[config.mk]
export PLATFORM = sky130hd
export DESIGN_NAME = prediction_update_scheduler_flat
export DESIGN_NICKNAME = d
export VERILOG_FILES = /design/src/rtl/prediction_update_scheduler_pkg.sv /design/src/rtl/prediction_update_scheduler_if.sv /design/src/rtl/prediction_update_scheduler_update_queue.sv /design/src/rtl/prediction_update_scheduler.sv /design/src/flat_wrapper.sv
export SDC_FILE = /design/constraint.sdc
export NUM_CORES = 1
export LEC_CHECK = 0
export ABC_AREA = 1
export BUFFER_PORTS_ARGS = -buffer_cell sky130_fd_sc_hd__buf_2
export CAP_MARGIN = 15
export CORE_ASPECT_RATIO = 1.2
export CORE_MARGIN = 10
export CORE_UTILIZATION = 65
export CTS_BUF_LIST = sky130_fd_sc_hd__clkbuf_16
export DETAILED_ROUTE_END_ITERATION = 8
export GPL_ROUTABILITY_DRIVEN = 0
export GPL_TIMING_DRIVEN = 0
export PLACE_DENSITY_LB_ADDON = 0.2
export SLEW_MARGIN = 20
export SYNTH_ARGS = -nofsm -noshare
export SYNTH_HDL_FRONTEND = slang
export SYNTH_SLANG_ARGS = --single-unit
export TNS_END_PERCENT = 10
[constraint.sdc]
create_clock -name clk -period 6.1 [get_ports clk]
set_clock_uncertainty 0.2 [all_clocks]
set_input_delay 0.915 -clock clk [delete_from_list [all_inputs] [get_ports clk]]
set_output_delay 0.915 -clock clk [all_outputs]
set_load 0.03 [all_outputs]
[src/rtl/prediction_update_scheduler_pkg.sv]
// Shared state encoding and default sizing
// for the predictor update scheduler.
package prediction_update_scheduler_pkg;

  localparam int unsigned DEF_IW   = 8;
  localparam int unsigned DEF_CW   = 2;
  localparam int unsigned DEF_QD   = 4;
  localparam int unsigned DEF_INIT = 0;

  typedef enum logic {
    S_INIT = 1'b0,
    S_RUN  = 1'b1
  } sched_state_e;

  function automatic int unsigned qcw(
    input int unsigned depth
  );
    return $clog2(depth) + 1;
  endfunction

endpackage

[src/rtl/prediction_update_scheduler_if.sv]
// Update, rollback, table-write and forwarding
// signals between predictor logic and scheduler.
interface prediction_update_scheduler_if
  import prediction_update_scheduler_pkg::*;
#(
  parameter int unsigned IW = DEF_IW,
  parameter int unsigned CW = DEF_CW,
  parameter int unsigned QD = DEF_QD
);

  localparam int unsigned QW = qcw(QD);

  logic          clear_req;
  logic          rb_valid;
  logic [IW-1:0] rb_index;
  logic [CW-1:0] rb_count;
  logic          up_valid;
  logic [IW-1:0] up_index;
  logic [CW-1:0] up_count;
  logic          up_ready;
  logic          tbl_wr_en;
  logic [IW-1:0] tbl_wr_index;
  logic [CW-1:0] tbl_wr_count;
  logic [IW-1:0] rd_index;
  logic [CW-1:0] rd_count_tbl;
  logic [CW-1:0] rd_count;
  logic          init_busy;
  logic [QW-1:0] q_count;

  modport master (
    output clear_req,
    output rb_valid, rb_index, rb_count,
    output up_valid, up_index, up_count,
    input  up_ready,
    input  tbl_wr_en, tbl_wr_index, tbl_wr_count,
    output rd_index, rd_count_tbl,
    input  rd_count,
    input  init_busy, q_count
  );

  modport slave (
    input  clear_req,
    input  rb_valid, rb_index, rb_count,
    input  up_valid, up_index, up_count,
    output up_ready,
    output tbl_wr_en, tbl_wr_index, tbl_wr_count,
    input  rd_index, rd_count_tbl,
    output rd_count,
    output init_busy, q_count
  );

endinterface

[src/rtl/prediction_update_scheduler_update_queue.sv]
// Circular commit-update FIFO with per-entry valid
// bits, kill-by-index and youngest-match search.
module update_queue
  import prediction_update_scheduler_pkg::*;
#(
  parameter int unsigned IW = DEF_IW,
  parameter int unsigned CW = DEF_CW,
  parameter int unsigned QD = DEF_QD,
  localparam int unsigned PW = $clog2(QD),
  localparam int unsigned QW = PW + 1
) (
  input  logic          clk,
  input  logic          rst_n,
  input  logic          flush_i,
  input  logic          push_i,
  input  logic [IW-1:0] push_index_i,
  input  logic [CW-1:0] push_count_i,
  input  logic          pop_i,
  input  logic          kill_i,
  input  logic [IW-1:0] kill_index_i,
  output logic          empty_o,
  output logic          full_o,
  output logic [QW-1:0] count_o,
  output logic          head_valid_o,
  output logic [IW-1:0] head_index_o,
  output logic [CW-1:0] head_count_o,
  input  logic [IW-1:0] srch_index_i,
  output logic          srch_hit_o,
  output logic [CW-1:0] srch_count_o
);

  logic [IW-1:0] idx_q [QD];
  logic [CW-1:0] cnt_q [QD];
  logic [QD-1:0] vld_q, vld_d;
  logic [PW-1:0] rd_q, rd_d;
  logic [PW-1:0] wr_q, wr_d;
  logic [QW-1:0] occ_q, occ_d;
  logic [PW-1:0] slot;
  logic          push_ok, pop_ok;

  assign empty_o      = (occ_q == '0);
  assign full_o       = (occ_q == QW'(QD));
  assign count_o      = occ_q;
  assign head_valid_o = vld_q[rd_q];
  assign head_index_o = idx_q[rd_q];
  assign head_count_o = cnt_q[rd_q];
  assign push_ok      = push_i && !full_o;
  assign pop_ok       = pop_i && !empty_o;

  // Kill before push so a same-cycle enqueue survives.
  always_comb begin
    vld_d = vld_q;
    rd_d  = rd_q;
    wr_d  = wr_q;
    if (kill_i) begin
      for (int i = 0; i < QD; i++) begin
        if (idx_q[i] == kill_index_i) begin
          vld_d[i] = 1'b0;
        end
      end
    end
    if (pop_ok) begin
      rd_d = rd_q + PW'(1);
    end
    if (push_ok) begin
      wr_d        = wr_q + PW'(1);
      vld_d[wr_q] = 1'b1;
    end
    occ_d = occ_q + QW'(push_ok) - QW'(pop_ok);
    if (flush_i) begin
      vld_d = '0;
      rd_d  = '0;
      wr_d  = '0;
      occ_d = '0;
    end
  end

  always_ff @(posedge clk) begin
    if (!rst_n) begin
      vld_q <= '0;
      rd_q  <= '0;
      wr_q  <= '0;
      occ_q <= '0;
    end else begin
      vld_q <= vld_d;
      rd_q  <= rd_d;
      wr_q  <= wr_d;
      occ_q <= occ_d;
    end
  end

  always_ff @(posedge clk) begin
    if (push_ok) begin
      idx_q[wr_q] <= push_index_i;
      cnt_q[wr_q] <= push_count_i;
    end
  end

  // Walk oldest to youngest; the last hit wins.
  always_comb begin
    srch_hit_o   = 1'b0;
    srch_count_o = '0;
    slot         = '0;
    for (int i = 0; i < QD; i++) begin
      slot = rd_q + PW'(i);
      if (QW'(i) < occ_q && vld_q[slot] &&
          idx_q[slot] == srch_index_i) begin
        srch_hit_o   = 1'b1;
        srch_count_o = cnt_q[slot];
      end
    end
  end

endmodule

[src/rtl/prediction_update_scheduler.sv]
// Sole writer of the pattern table: init sweep,
// rollback restores and queued commit updates.
module prediction_update_scheduler
  import prediction_update_scheduler_pkg::*;
#(
  parameter int unsigned INDEX_WIDTH   = DEF_IW,
  parameter int unsigned COUNTER_WIDTH = DEF_CW,
  parameter int unsigned QUEUE_DEPTH   = DEF_QD,
  parameter int unsigned INIT_COUNT    = DEF_INIT
) (
  input logic clk,
  input logic rst_n,
  prediction_update_scheduler_if.slave bus
);

  localparam int unsigned IW = INDEX_WIDTH;
  localparam int unsigned CW = COUNTER_WIDTH;
  localparam int unsigned QD = QUEUE_DEPTH;
  localparam int unsigned QW = qcw(QD);

  sched_state_e  state_q;
  logic [IW:0]   ptr_q;
  logic [IW:0]   ptr_inc;
  logic          run, init_wr;
  logic          rb_go, pop_go, push_go;
  logic          q_empty, q_full;
  logic [QW-1:0] q_cnt;
  logic          head_vld;
  logic [IW-1:0] head_idx;
  logic [CW-1:0] head_cnt;
  logic          srch_hit;
  logic [CW-1:0] srch_cnt;

  assign ptr_inc = ptr_q + (IW+1)'(1);
  assign run     = rst_n && (state_q == S_RUN);
  assign init_wr = rst_n && (state_q == S_INIT);
  assign rb_go   = run && !bus.clear_req && bus.rb_valid;
  assign pop_go  = run && !bus.clear_req &&
                   !bus.rb_valid && !q_empty;
  assign push_go = bus.up_valid && bus.up_ready;

  assign bus.up_ready  = run && !q_full;
  assign bus.init_busy = !rst_n || (state_q == S_INIT);
  assign bus.q_count   = rst_n ? q_cnt : '0;

  update_queue #(
    .IW (IW),
    .CW (CW),
    .QD (QD)
  ) u_queue (
    .clk          (clk),
    .rst_n        (rst_n),
    .flush_i      (rst_n && bus.clear_req),
    .push_i       (push_go),
    .push_index_i (bus.up_index),
    .push_count_i (bus.up_count),
    .pop_i        (pop_go),
    .kill_i       (rb_go),
    .kill_index_i (bus.rb_index),
    .empty_o      (q_empty),
    .full_o       (q_full),
    .count_o      (q_cnt),
    .head_valid_o (head_vld),
    .head_index_o (head_idx),
    .head_count_o (head_cnt),
    .srch_index_i (bus.rd_index),
    .srch_hit_o   (srch_hit),
    .srch_count_o (srch_cnt)
  );

  always_ff @(posedge clk) begin
    if (!rst_n) begin
      state_q <= S_INIT;
      ptr_q   <= '0;
    end else begin
      unique case (state_q)
        S_INIT: begin
          if (bus.clear_req) begin
            ptr_q <= '0;
          end else if (ptr_inc[IW]) begin
            state_q <= S_RUN;
            ptr_q   <= '0;
          end else begin
            ptr_q <= ptr_inc;
          end
        end
        S_RUN: begin
          if (bus.clear_req) begin
            state_q <= S_INIT;
            ptr_q   <= '0;
          end
        end
        default: begin
          state_q <= S_INIT;
          ptr_q   <= '0;
        end
      endcase
    end
  end

  // Killed heads pop silently with the strobe low.
  always_comb begin
    bus.tbl_wr_en    = 1'b0;
    bus.tbl_wr_index = '0;
    bus.tbl_wr_count = '0;
    unique case (1'b1)
      init_wr: begin
        bus.tbl_wr_en    = 1'b1;
        bus.tbl_wr_index = ptr_q[IW-1:0];
        bus.tbl_wr_count = CW'(INIT_COUNT);
      end
      rb_go: begin
        bus.tbl_wr_en    = 1'b1;
        bus.tbl_wr_index = bus.rb_index;
        bus.tbl_wr_count = bus.rb_count;
      end
      pop_go: begin
        bus.tbl_wr_en    = head_vld;
        bus.tbl_wr_index = head_idx;
        bus.tbl_wr_count = head_cnt;
      end
      default: ;
    endcase
  end

  always_comb begin
    if (!rst_n) begin
      bus.rd_count = bus.rd_count_tbl;
    end else if (state_q == S_INIT) begin
      bus.rd_count = CW'(INIT_COUNT);
    end else if (bus.rb_valid &&
                 bus.rb_index == bus.rd_index) begin
      bus.rd_count = bus.rb_count;
    end else if (srch_hit) begin
      bus.rd_count = srch_cnt;
    end else begin
      bus.rd_count = bus.rd_count_tbl;
    end
  end

endmodule
[src/flat_wrapper.sv]
// flat-port wrapper written by rule: the top's interface ports become plain ports
module prediction_update_scheduler_flat import prediction_update_scheduler_pkg::*;
#(
  parameter int unsigned INDEX_WIDTH   = DEF_IW,
  parameter int unsigned COUNTER_WIDTH = DEF_CW,
  parameter int unsigned QUEUE_DEPTH   = DEF_QD,
  parameter int unsigned INIT_COUNT    = DEF_INIT
)
  (clk, rst_n, bus_clear_req, bus_rb_valid, bus_rb_index, bus_rb_count, bus_up_valid, bus_up_index, bus_up_count, bus_up_ready, bus_tbl_wr_en, bus_tbl_wr_index, bus_tbl_wr_count, bus_rd_index, bus_rd_count_tbl, bus_rd_count, bus_init_busy, bus_q_count);
  prediction_update_scheduler_if bus_i ();
  input logic clk;
  input logic rst_n;
  input wire logic [$bits(bus_i.clear_req)-1:0] bus_clear_req;
  input wire logic [$bits(bus_i.rb_valid)-1:0] bus_rb_valid;
  input wire logic [$bits(bus_i.rb_index)-1:0] bus_rb_index;
  input wire logic [$bits(bus_i.rb_count)-1:0] bus_rb_count;
  input wire logic [$bits(bus_i.up_valid)-1:0] bus_up_valid;
  input wire logic [$bits(bus_i.up_index)-1:0] bus_up_index;
  input wire logic [$bits(bus_i.up_count)-1:0] bus_up_count;
  output wire logic [$bits(bus_i.up_ready)-1:0] bus_up_ready;
  output wire logic [$bits(bus_i.tbl_wr_en)-1:0] bus_tbl_wr_en;
  output wire logic [$bits(bus_i.tbl_wr_index)-1:0] bus_tbl_wr_index;
  output wire logic [$bits(bus_i.tbl_wr_count)-1:0] bus_tbl_wr_count;
  input wire logic [$bits(bus_i.rd_index)-1:0] bus_rd_index;
  input wire logic [$bits(bus_i.rd_count_tbl)-1:0] bus_rd_count_tbl;
  output wire logic [$bits(bus_i.rd_count)-1:0] bus_rd_count;
  output wire logic [$bits(bus_i.init_busy)-1:0] bus_init_busy;
  output wire logic [$bits(bus_i.q_count)-1:0] bus_q_count;
  assign bus_i.clear_req = bus_clear_req;
  assign bus_i.rb_valid = bus_rb_valid;
  assign bus_i.rb_index = bus_rb_index;
  assign bus_i.rb_count = bus_rb_count;
  assign bus_i.up_valid = bus_up_valid;
  assign bus_i.up_index = bus_up_index;
  assign bus_i.up_count = bus_up_count;
  assign bus_up_ready = bus_i.up_ready;
  assign bus_tbl_wr_en = bus_i.tbl_wr_en;
  assign bus_tbl_wr_index = bus_i.tbl_wr_index;
  assign bus_tbl_wr_count = bus_i.tbl_wr_count;
  assign bus_i.rd_index = bus_rd_index;
  assign bus_i.rd_count_tbl = bus_rd_count_tbl;
  assign bus_rd_count = bus_i.rd_count;
  assign bus_init_busy = bus_i.init_busy;
  assign bus_q_count = bus_i.q_count;
  prediction_update_scheduler #(.INDEX_WIDTH(INDEX_WIDTH), .COUNTER_WIDTH(COUNTER_WIDTH), .QUEUE_DEPTH(QUEUE_DEPTH), .INIT_COUNT(INIT_COUNT)) u_core (.clk(clk), .rst_n(rst_n), .bus(bus_i));
endmodule
# Yosys cells after proc, flatten, opt, wreduce, memory -nomap -nowiden

Memory sizes are Yosys's and may differ from the RTL's. A register that Yosys moved wholly into a read port is not among the register bits.
Cells that the tools add are included.

Register bits: 21
Memory bits (writable): 40
Input port bits: 35
Output and inout bits: 18
Logic and storage cells: 115
Memories kept: 2

Memory list:

| name                 | words | bits a word | rd ports | clocked after memory_dff | write ports | line                                           | text |
|---|---|---|---|---|---|---|---|
| u_core.u_queue.idx_q | 4     | 8           | 8        | 1                        | 1           | prediction_update_scheduler_update_queue.sv:32 | `logic [IW-1:0] idx_q [QD];` |
| u_core.u_queue.cnt_q | 4     | 2           | 4        | 1                        | 1           | prediction_update_scheduler_update_queue.sv:33 | `logic [CW-1:0] cnt_q [QD];` |

Add/subtract/negate cells: 7
Magnitude comparators: 10
Equality and inequality tests: 11
Mux-type cells: 46
Bitwise gates (word level): 3
Reductions and logical operators: 30

Operators with widths:

| kind                                                                 | count |
|---|---|
| 8-bit equality test                                                  | 9 |
| 2-bit 2-to-1 mux                                                     | 12 |
| 8-bit one-hot mux with 3 select lines                                | 1 |
| 1-bit logical AND                                                    | 21 |
| 1-bit 2-to-1 mux                                                     | 18 |
| 9-bit 2-to-1 mux                                                     | 2 |
| 9-bit one-hot mux with 2 select lines                                | 1 |
| 2-bit by 3-bit < comparator with 1-bit output, second input constant | 5 |
| 9-bit by 1-bit adder with 9-bit output, second input constant        | 1 |
| 1-bit binary-select mux with 2-bit select                            | 4 |
| 4-bit 2-to-1 mux                                                     | 2 |
| 8-bit 2-to-1 mux                                                     | 1 |
| 1-bit by 3-bit < comparator with 1-bit output, first input constant  | 2 |
| 2-bit by 3-bit < comparator with 1-bit output, first input constant  | 2 |
| 1-bit logical NOT                                                    | 5 |
| 2-bit by 1-bit adder with 2-bit output, second input constant        | 2 |
| 2-bit adder, second input constant                                   | 2 |
| 4-bit OR                                                             | 1 |
| 1-bit one-hot mux with 2 select lines                                | 2 |
| 2-bit one-hot mux with 2 select lines                                | 1 |
| 2-bit OR reduction                                                   | 2 |
| 3-bit by 1-bit adder with 3-bit output                               | 1 |
| 3-bit equality test, second input constant                           | 1 |
| 3-bit logical NOT                                                    | 1 |
| 7 further kinds                                                      | 8 |

# Depth between registers and ports, before layout

Word-level depth: 12
Depth in mapped cells: 21
Depth with buffers taken out: 19

# Hierarchy

From an unflattened synthesis, not the netlist that was laid out.

Cell total of the unflattened synthesis: 806
Area, all modules: 5163.7 um^2

Modules (own cells, without submodules):

| module                      | times used | cells each | area an instance (um^2) | seq. area each (um^2) |
|---|---|---|---|---|
| update_queue                | 1          | 644        | 4205.3                  | 1461.4 |
| prediction_update_scheduler | 1          | 162        | 958.4                   | 180.2 |

# Worst setup path after synthesis

Ideal clock, no wire load.

Kind: input to output
Start point: input rst_n
End point: output bus_tbl_wr_index[0]
Data arrival time: 2744 ps
Data required time: 4985 ps
Setup slack: 2241 ps
Cell stages on the path: 7
Path buffers: 1
Cell sequence: nand2_1 > nor2_1 > inv_1 > nor3_1 > inv_1 > clkbuf_1 > o21ai_0

Word-level cells in the longest chain between the ends: 5
Elaborated cells on any way between the ends: 7
Those cells by class: mux (1); reduce/logical (6)

RTL lines:

| element                                 | line                                                                 | text |
|---|---|---|
| from (decl)                             | flat_wrapper.sv:12                                                   | `input logic rst_n;` |
| 1-bit logical AND                       | prediction_update_scheduler.sv:35                                    | `assign run = rst_n && (state_q == S_RUN);` |
| 1-bit logical AND                       | prediction_update_scheduler.sv:37, prediction_update_scheduler.sv:38 |  |
| 1-bit logical AND                       | prediction_update_scheduler.sv:38                                    | `assign pop_go = run && !bus.clear_req &&` |
| 1-bit logical AND                       | prediction_update_scheduler.sv:39                                    | `!bus.rb_valid && !q_empty;` |
| 8-bit one-hot mux with 3 select lines * | prediction_update_scheduler.sv:106                                   | `unique case (1'b1)` |
| to (decl)                               | flat_wrapper.sv:22                                                   | `output wire logic [$bits(bus_i.tbl_wr_index)-1:0] bus_tbl_wr_index;` |

Mark *: on every way between the ends. The rest lies on a longest branch, timed or not.

# Worst setup path after layout

Start point: input rst_n
End point: output bus_tbl_wr_index[7]

Same word-level chain as after synthesis.

==> impl_metrics.yaml <==
timing:
  max_freq_ghz: 0.233
  tns_ns: 0
  hold_viol_final: 0
  drv_slew: 0
  hold_ws_ns: 0.309
  relSlewSlack_pct: 52.0
  post-route-period-util_pct: 70.5
  tightest_slew_ns: 0.715
  rsz0062_at_grt: "no"
  setup_viol: 0
  post-route-min-period_ns: 4.30
layout:
  antenna_cells: 0
  final_cell_mix: "325 x nand2_1, 76 x inv_1, 68 x nand3_1, 55 x buf_2, 43 x nor2_1"
  syn_to_final_growth_pct: 11.9
  final_cell_count_no_fill: 930
  num-nets-final: 878
  num-fill-cells: 630
  final_util_pct: 73.6
  drive_gt1_share_pct: 10.5
  final_common_cell: "nand2_1"
setup_path:
  slowest_delay_ns: 0.62
  path_cells: "buf_2, nand2_1, nor2_1, inv_1, nor3_1, inv_1, clkbuf_1, o21ai_0, buf_2"
  end_kind: "output pin"
  crit_path_start_kind: "primary input"
  crit_type: "primary input to output pin"
  crit_fanout: 10
  crit_buf_inv: 5
  worst-endpoint-arrival_ns: 3.18
  critPathRequiredTime_ns: 4.98
  crit_family: "buffers and inverters"
  slowest_stage: "nor3_1"
power:
  p_comb_share_pct: 7.7
  pwr-share-seq_pct: 46.6
  intPower_mw: 0.740
  p_per_area_mw_per_mm2: 172
  worst_ir_drop_vdd_uv: 201
  pwr-share-clk_pct: 45.7
  swShare_pct: 23.2
  p_sw_mw: 0.223
  p_leak_nw: 2.70
clock_tree:
  clock_latency_ns: 0.33
  htreeDepth: 3
  cts_resized: 0
  cts_made_buffers: 9
  cts_num_sinks: 62
  cts_root_buf: "clkbuf_16"
  path_clk_slew_ns: 0.05
  clockBufferDepth: 2
  cts_tree: "built"
  ctsHoldBuffers: 0
  cts_setup_buffers: 0
synth:
  syn_inst: 778
  netlist-cell-type-count: 38
  yosys_warnings: 0
  synth.cell_area_mm2: 0.00501
  avgSynthCellArea_um2: 6.45
  yosysSeqAreaShare_pct: 32.7
  postSynthNetCount: 823
  ys_seq_elements: 62
detailed_routing:
  route.vias.total: 5571
  routed_wl_mm: 16.4
  viasPerCell: 5.99
  drt_iter0_markers: 844
  drc: 0
  postRouteAntennaNets: 0
  wl_per_cell_um: 17.6
  first_pass_iters: 6
floorplan:
  die_width_um: 100
  core_mm2: 0.00762
  io_pins: 53
  initial_core_util_pct: 65.8
  fp.dieH_um: 116
  dieArea_mm2: 0.0116
  placementRows: 35
global_routing:
  grt_use_total_pct: 28.0
  grt_pass1_wl_mm: 26.0
  antenna_found_initial: 0
  grt_pass1_vias: 5072
  grt-ovfl-total: 0
  grt_max_degree: 12
worst_hold_path:
  hp-class: "flop to flop"
run_status:
  outcome: "finished clean"
job:
  cap_violations: 0
placement:
  dpl.cell_count: 914
  dpl.hpwl_mm: 12.8
  numPortBuffers: 44
==> stage by stage <==
stage / setup WS (ns) / instance area, µm² / power (mW)
6_report: 1.80 / 5610 / 0.963
5_1_grt: 1.81 / 5610 / 0.992
4_1_cts: 1.93 / 5610 / 0.962
3_5_place_dp: 1.93 / 5350 / 0.528
3_3_place_gp: 2.00 / 5350 / 0.526
2_1_floorplan: 2.24 / 5010 / 0.500
==> cells by family (layout without fill, tap and decap cells) <==
group                    Yosys count  count (layout)  synth area share (%)
AND/OR/NAND/NOR                  468             468                  38.2
buffers and inverters            109             169                  9.11
AO/OA/AOI/OAI                     86              86                  9.81
flip-flops                        62              62                  32.7
XOR/XNOR                          42              42                  7.34
adder cells (fa/ha/maj)           10              10                  2.64
multiplexers                       1               1                 0.200
==> area by class of cell <==
type | instances | area, µm² | share of cell area [%]
Multi-Input combinational cell | 607 | 2920 | 52.0
Sequential cell | 62 | 1640 | 29.3
Inverter | 78 | 293 | 5.22
Clock buffer | 9 | 225 | 4.01
Timing Repair Buffer | 44 | 220 | 3.93
Buffer | 31 | 164 | 2.92
Tap cell | 92 | 115 | 2.05
Clock inverter | 7 | 35.0 | 0.624
==> state kept, by name, summed over array words and instances, names as in the netlist, named ones only <==
name / count
u_core.ptr_q: 8
u_core.u_queue.idx_q: 32
u_core.u_queue.cnt_q: 8
u_core.state_q: 1
u_core.u_queue.wr_q: 2
u_core.u_queue.count_o: 3
u_core.u_queue.rd_q: 2
u_core.u_queue.vld_q: 4
==> worst paths after layout <==
check	cells after the start	from	to	slack, ns
min reg2reg	2	u_core.u_queue.vld_q[0]$_SDFF_PP0_	u_core.u_queue.vld_q[0]$_SDFF_PP0_	0.31
min	2	u_core.u_queue.vld_q[0]$_SDFF_PP0_	u_core.u_queue.vld_q[0]$_SDFF_PP0_	0.31
max	9	rst_n	bus_tbl_wr_index[7]	1.80
max reg2reg	11	u_core.state_q$_SDFF_PN0_	u_core.u_queue.count_o[2]$_SDFF_PP0_	3.08
==> cells in the mapped netlist <==
master	instances	area share, %
nand3_2	1	0.20
clkbuf_1	12	0.90
fa_1	1	0.40
buf_4	5	0.75
a22o_1	1	0.17
a31oi_1	2	0.25
xnor2_1	14	2.4
nand2_1	325	24
nor3_1	9	0.90
buf_2	11	1.1
edfxtp_1	40	24
buf_6	2	0.45
nand4_1	9	1.1
a21o_1	2	0.30
or2_1	1	0.12
o22ai_1	8	1.0
a21oi_1	17	1.7
a221oi_1	1	0.17
nor2_2	1	0.12
a22oi_1	9	1.3
ha_1	9	2.2
nor4_1	5	0.62
nor2_1	43	3.2
or2_2	5	0.62
o21ai_0	39	3.9
mux2i_1	1	0.20
o41ai_1	1	0.17
o211ai_1	1	0.15
xor2_1	28	4.9
nand2_2	1	0.12
inv_1	74	5.5
o21ai_1	3	0.30
nand3_1	68	6.8
buf_1	1	0.075
inv_2	4	0.30
o221ai_1	1	0.17
a32oi_1	1	0.17
dfxtp_1	22	8.8
==> power groups by stage <==
stage                     Combinational (mW)  Sequential, mW  Clock [mW]
final                                 0.0742           0.449       0.440
after global routing                  0.0807           0.449       0.463
after CTS                             0.0718           0.449       0.441
after detailed placement              0.0709           0.457           0
after global placement                0.0685           0.457           0
after floorplan                       0.0430           0.457           0
==> tightest hold or removal path, cell delays in order, from the launching register on <==
cell and delay, ns:
dfxtp_1 0.33, nand2_1 0.08, a21oi_1 0.05
==> metal layers <==
layer	vias up	track usage, %	wire length (µm)
li1	2626	-	-
met1	2449	34.3	5990
met2	418	46.1	7640
met3	78	5.21	1970
met4	0	14.2	784
met5	-	0	0
Power figures use the tool's default switching activity.
